==> src/rtl/tcp_slow_state_pkg.sv <==
// Shared types and defaults for the TCP slow-path flow-state datapath
// (state mux, write queue, state RAM).
package tcp_slow_state_pkg;

  localparam int FLOWID_W = 8;
  localparam int STATE_W  = 64;

  // One flow-state write request as carried between mux, queue and RAM.
  typedef struct packed {
    logic [FLOWID_W-1:0] flowid;
    logic [STATE_W-1:0]  state;
  } state_wr_req_t;

  // Queue pointers carry one extra wrap bit to tell full from empty.
  function automatic int ptr_w(input int depth);
    return $clog2(depth) + 1;
  endfunction

endpackage

==> src/rtl/state_wr_queue_mem.sv <==
// Register file backing the state write queue: one write port, an async
// head read port and an async tail flow-id read port for coalescing.
// Contents are deliberately not reset; validity lives in the pointers.
module state_wr_queue_mem
  import tcp_slow_state_pkg::*;
#(
  parameter int DEPTH    = 4,
  parameter int FLOWID_W = tcp_slow_state_pkg::FLOWID_W,
  parameter int STATE_W  = tcp_slow_state_pkg::STATE_W,
  localparam int AW      = $clog2(DEPTH)
) (
  input  logic                clk,
  input  logic                we_i,
  input  logic [AW-1:0]       waddr_i,
  input  logic [FLOWID_W-1:0] wflowid_i,
  input  logic [STATE_W-1:0]  wstate_i,
  input  logic [AW-1:0]       raddr_i,
  output logic [FLOWID_W-1:0] rflowid_o,
  output logic [STATE_W-1:0]  rstate_o,
  input  logic [AW-1:0]       taddr_i,
  output logic [FLOWID_W-1:0] tflowid_o
);

  logic [FLOWID_W-1:0] flowid_q [DEPTH];
  logic [STATE_W-1:0]  state_q  [DEPTH];

  // Write port: store a new entry or overwrite the tail in place.
  always_ff @(posedge clk) begin
    if (we_i) begin
      flowid_q[waddr_i] <= wflowid_i;
      state_q[waddr_i]  <= wstate_i;
    end
  end

  assign rflowid_o = flowid_q[raddr_i];
  assign rstate_o  = state_q[raddr_i];
  assign tflowid_o = flowid_q[taddr_i];

endmodule

==> src/rtl/state_wr_queue.sv <==
// Elastic FWFT write queue in front of the flow-state memory write port.
// Optional feature: define STATE_WR_QUEUE_COALESCE_EN to merge a write into
// the tail entry when it targets the same flow (adds coalesce_cnt output).
module state_wr_queue
  import tcp_slow_state_pkg::*;
#(
  parameter int FLOWID_W = tcp_slow_state_pkg::FLOWID_W,
  parameter int STATE_W  = tcp_slow_state_pkg::STATE_W,
  parameter int DEPTH    = 4,
  parameter int CNT_W    = 32,
  localparam int AW      = $clog2(DEPTH),
  localparam int PTR_W   = ptr_w(DEPTH)
) (
  input  logic                clk,
  input  logic                rst,
  input  logic                in_wr_val,
  input  logic [FLOWID_W-1:0] in_wr_flowid,
  input  logic [STATE_W-1:0]  in_wr_state,
  output logic                in_wr_rdy,
  output logic                mem_wr_val,
  output logic [FLOWID_W-1:0] mem_wr_addr,
  output logic [STATE_W-1:0]  mem_wr_data,
  input  logic                mem_wr_rdy,
  output logic [PTR_W-1:0]    occupancy,
  output logic [CNT_W-1:0]    wr_cnt
`ifdef STATE_WR_QUEUE_COALESCE_EN
  ,
  output logic [CNT_W-1:0]    coalesce_cnt
`endif
);

  localparam logic [PTR_W-1:0] PTR_ONE = PTR_W'(1);
  localparam logic [AW-1:0]    IDX_ONE = AW'(1);
  localparam logic [CNT_W-1:0] CNT_ONE = CNT_W'(1);

  logic [PTR_W-1:0]    wr_ptr_q, wr_ptr_d, rd_ptr_q, rd_ptr_d, occ_q, occ_d;
  logic [CNT_W-1:0]    wr_cnt_q, wr_cnt_d;
  logic                full_s, empty_s, pop_s, acc_s, push_s, hit_s;
  logic [AW-1:0]       tail_idx_s, waddr_s;
  logic [FLOWID_W-1:0] tail_flowid_s;

  assign full_s     = (wr_ptr_q[PTR_W-1] != rd_ptr_q[PTR_W-1]) &&
                      (wr_ptr_q[AW-1:0] == rd_ptr_q[AW-1:0]);
  assign empty_s    = (wr_ptr_q == rd_ptr_q);
  assign pop_s      = ~empty_s & mem_wr_rdy;
  assign tail_idx_s = wr_ptr_q[AW-1:0] - IDX_ONE;

`ifdef STATE_WR_QUEUE_COALESCE_EN
  logic [CNT_W-1:0] coal_cnt_q, coal_cnt_d;

  // Never merge into the sole entry while it is leaving this cycle.
  assign hit_s = in_wr_val & (occ_q != {PTR_W{1'b0}}) &
                 (tail_flowid_s == in_wr_flowid) &
                 ~((occ_q == PTR_ONE) & pop_s);

  // Coalesce counter next state.
  always_comb begin
    coal_cnt_d = coal_cnt_q;
    if (hit_s) begin
      coal_cnt_d = coal_cnt_q + CNT_ONE;
    end else begin
      coal_cnt_d = coal_cnt_q;
    end
  end

  // Coalesce counter register.
  always_ff @(posedge clk or posedge rst) begin
    if (rst) begin
      coal_cnt_q <= {CNT_W{1'b0}};
    end else begin
      coal_cnt_q <= coal_cnt_d;
    end
  end

  assign coalesce_cnt = coal_cnt_q;
`else
  logic unused_tail_s;

  assign hit_s         = 1'b0;
  assign unused_tail_s = ^tail_flowid_s;
`endif

  // A slot freed by a same-cycle pop is not reused until the next cycle.
  assign in_wr_rdy = ~rst & (~full_s | hit_s);
  assign acc_s     = in_wr_val & in_wr_rdy;
  assign push_s    = acc_s & ~hit_s;
  assign waddr_s   = hit_s ? tail_idx_s : wr_ptr_q[AW-1:0];

  state_wr_queue_mem #(
    .DEPTH    (DEPTH),
    .FLOWID_W (FLOWID_W),
    .STATE_W  (STATE_W)
  ) u_mem (
    .clk       (clk),
    .we_i      (acc_s),
    .waddr_i   (waddr_s),
    .wflowid_i (in_wr_flowid),
    .wstate_i  (in_wr_state),
    .raddr_i   (rd_ptr_q[AW-1:0]),
    .rflowid_o (mem_wr_addr),
    .rstate_o  (mem_wr_data),
    .taddr_i   (tail_idx_s),
    .tflowid_o (tail_flowid_s)
  );

  // Pointer, occupancy and write-counter next state.
  always_comb begin
    wr_ptr_d = wr_ptr_q;
    rd_ptr_d = rd_ptr_q;
    occ_d    = occ_q;
    wr_cnt_d = wr_cnt_q;
    if (push_s) begin
      wr_ptr_d = wr_ptr_q + PTR_ONE;
    end else begin
      wr_ptr_d = wr_ptr_q;
    end
    if (pop_s) begin
      rd_ptr_d = rd_ptr_q + PTR_ONE;
      wr_cnt_d = wr_cnt_q + CNT_ONE;
    end else begin
      rd_ptr_d = rd_ptr_q;
      wr_cnt_d = wr_cnt_q;
    end
    case ({push_s, pop_s})
      2'b10:   occ_d = occ_q + PTR_ONE;
      2'b01:   occ_d = occ_q - PTR_ONE;
      default: occ_d = occ_q;
    endcase
  end

  // Queue control registers; reset discards every queued entry.
  always_ff @(posedge clk or posedge rst) begin
    if (rst) begin
      wr_ptr_q <= {PTR_W{1'b0}};
      rd_ptr_q <= {PTR_W{1'b0}};
      occ_q    <= {PTR_W{1'b0}};
      wr_cnt_q <= {CNT_W{1'b0}};
    end else begin
      wr_ptr_q <= wr_ptr_d;
      rd_ptr_q <= rd_ptr_d;
      occ_q    <= occ_d;
      wr_cnt_q <= wr_cnt_d;
    end
  end

  assign mem_wr_val = ~empty_s;
  assign occupancy  = occ_q;
  assign wr_cnt     = wr_cnt_q;

endmodule

==> config.mk <==
export PLATFORM = sky130hd
export DESIGN_NAME = state_wr_queue
export DESIGN_NICKNAME = d
export VERILOG_FILES = /design/src/rtl/tcp_slow_state_pkg.sv /design/src/rtl/state_wr_queue_mem.sv /design/src/rtl/state_wr_queue.sv
export SDC_FILE = /design/constraint.sdc
export NUM_CORES = 1
export LEC_CHECK = 0
export ABC_AREA = 1
export CAP_MARGIN = 10
export CORE_UTILIZATION = 59
export DETAILED_ROUTE_END_ITERATION = 10
export HOLD_SLACK_MARGIN = 0.1
export PLACE_DENSITY = 0.89
export SYNTH_ARGS = -nofsm -noshare
export SYNTH_HDL_FRONTEND = slang
export SYNTH_SLANG_ARGS = --single-unit
==> constraint.sdc <==
create_clock -name clk -period 9.8 [get_ports clk]
set_input_delay 1.96 -clock clk [delete_from_list [all_inputs] [get_ports clk]]
set_output_delay 1.96 -clock clk [all_outputs]
set_load 0.05 [all_outputs]
==> reports/results.tsv <==
stage	metric	value	unit
outcome	outcome	completed	
synthesis	synth_seq_cells	329	
global_routing	grt-ovfl-total	0	
floorplanning	die_y	151	µm
floorplanning	initial_utilization	60.3	%
route	vias	8934	
synthesis	synth.largest_area_cell	edfxtp_1	
hold_path	min_from	occupancy[2]	
clock_tree	cts.clk_slew.worst_paths	0.06	ns
global_routing	grtUsageTotal	25.4	%
sta	final_hold_viol_count	0	
power	p_leak	5.67	nW
clock_tree	cts_tree	done	
finish	final.fill_count	1297	
placement	placement.io_buffers	184	
route	drcViolationCount	0	
floorplanning	dieArea	22900	µm²
floorplanning	num_rows	54	
route	drtAntennaViolNets	0	
global_routing	grt_pass1_wl	43600	µm
synthesis	ys_seq_area_share	73.5	%
synthesis	synth_commonest_cells	edfxtp_1 (288), nor2_1 (199), o21ai_0 (156)	
clock_tree	cts_hold_buf	0	
global_routing	grt_start_max_net_pins	113	
finish	insertedDiodeCount	0	
power	irDropWorstVdd	0.310	mV
clock_tree	cts_buffers	34	
finish	nets	1322	
clock_tree	htreeDepth	2	
finish	multiInputGateArea	3090	µm²
route	first_pass_iters	8	
placement	gp_congestion	0.895	
clock_tree	cts_resized	0	
synthesis	synthFlopType	edfxtp_1	
synthesis	synthCells	1063	
route	post_drt_wl_per_cell	18.7	µm
power	power_density	325	nW/µm²
sta	finalSetupTns	0	ns
worst_setup_path	start_kind	primary input	
global_routing	antenna_found_initial	2	
worst_setup_path	cp-end-kind	output pin	
route	routed_wl	28800	µm
synthesis	avgSynthCellArea	12.4	µm²
clock_tree	cts.sinks	329	
worst_setup_path	cp-startpoint	rst	
synthesis	synth_top_area_share	65.7	%
worst_setup_path	required	7.84	ns
sta	setup_violations	0	
sta	fmax	168	MHz
synthesis	synth_area	13200	µm²
clock_tree	clock-root-buffer	clkbuf_16	
worst_setup_path	critPathKind	in -> out	
synthesis	yosysWarnings	0	
finish	syn_to_final_growth	23.8	%
synthesis	synth_edf_count	288	
synthesis	synth_nets	1147	
sta	drv_slew	0	
route	via_per_inst	5.79	
sta	slew_headroom	26.8	%
finish	seq_area	9680	µm²
clock_tree	clk_latency	0.52	ns
floorplanning	coreArea	21800	µm²
worst_setup_path	rr_startpoint	rd_ptr_q[1]	
hold_path	hold_class	reg -> reg	
synthesis	synth.area.top_cells	edfxtp_1 (66%), dfrtp_1 (7.8%), o21ai_0 (5.9%)	
placement	hpwl	16300	µm
finish	fin_util	74.6	%
sta	worstMarginPinSlew	1.10	ns
sta	post-route-period-util	60.7	%
worst_setup_path	cp.arrival	3.99	ns
flow_run	cap_violations	0	
synthesis	async_flop_share	12.5	%
floorplanning	io_pins	185	
synthesis	ys_types	27	
global_routing	first_global_vias	8693	
route	initialDrtViolationCount	743	
synthesis	synth_most_common_cell	edfxtp_1	
clock_tree	cts_buffer_depth	3	
sta	fin_crit	5.95	ns
sta	rsz0062_at_grt	no	
finish	drive_gt1_share	6.57	%
sta	fin_worst_skew	0.0236	ns
floorplanning	die_width	151	µm
worst_setup_path	cp_max_fo	43	
clock_tree	cts_setup_buffers	0	
[layer usage]
layer	track usage [%]	routed length, µm
met2	42.6	14500
met3	6.99	2670
met5	0	23
met1	31.3	10900
met4	9.80	753
[where the power goes]
part	total, mW	switching [mW]	internal, mW
Combinational	2.27	1.62	0.648
Clock	1.25	0.506	0.741
Sequential	1.78	0.0817	1.70
Total	5.29	2.20	3.09
[critical path, cell delays in order]
cell and delay (ns):
clkdlybuf4s50_1 0.39, inv_1 0.05, buf_4 0.44, nand2_1 0.22, inv_1 0.11, clkdlybuf4s50_1 0.81
[through the flow]
step | power, mW | hold WS [ns] | instance area [µm²] | cells | setup slack (ns)
2_1_floorplan | 3.34 | 0.462 | 13200 | 1063 | 2.95
3_3_place_gp | 4.01 | 0.473 | 15200 | 1482 | 3.80
3_5_place_dp | 4.06 | 0.472 | 15200 | 1482 | 3.80
4_1_cts | 5.32 | 0.480 | 16300 | 1543 | 3.80
5_1_grt | 5.50 | 0.490 | 16300 | 1543 | 3.68
6_report | 5.29 | 0.480 | 16300 | 1543 | 3.85
[flip-flops by register name (all words and copies together) (netlist names)]
name and count:
occupancy 3, wr_cnt 32, u_mem.flowid_q 32, rd_ptr_q 3
wr_ptr_q 3, u_mem.state_q 256
[layout by cell type (no fill, tap or decap), types with 8 or more instances in the layout]
cell and instances:
edfxtp_1 288, nor2_1 195, clkdlybuf4s50_1 184, o21ai_0 156
nand2_1 145, o22ai_1 72, dfrtp_1 39, inv_1 38
clkbuf_16 35, nand3b_1 15, buf_4 10, nand3_1 8
nor2_4 8, clkbuf_1 8
[area by class of cell]
class | count | share of cell area, %
clock buffer | 47 | 5.90
clock inverter | 14 | 0.837
inverter | 41 | 0.960
multi-input combinational | 638 | 18.9
sequential | 329 | 59.4
tap | 280 | 2.15
timing repair buffer | 194 | 11.8
[cell families after synthesis]
family / synth area share [%]
fa+ha+maj: 0.818
compound gates: 10.0
xor+xnor: 0.514
flops: 73.5
buf+inv: 3.22
simple gates: 11.9
[final timing paths]
kind	end	slack, ns	cells after the start
setup / recovery	in_wr_rdy	3.85	6
hold / removal	occupancy[2]	0.48	1
setup reg to reg	occupancy[2]	5.13	14
hold reg to reg	occupancy[2]	0.48	1
min in group asynchronous	occupancy[0]	1.88	3
max in group asynchronous	rd_ptr_q[0]	7.47	3
No activity file was read; power rests on OpenSTA's default activity.
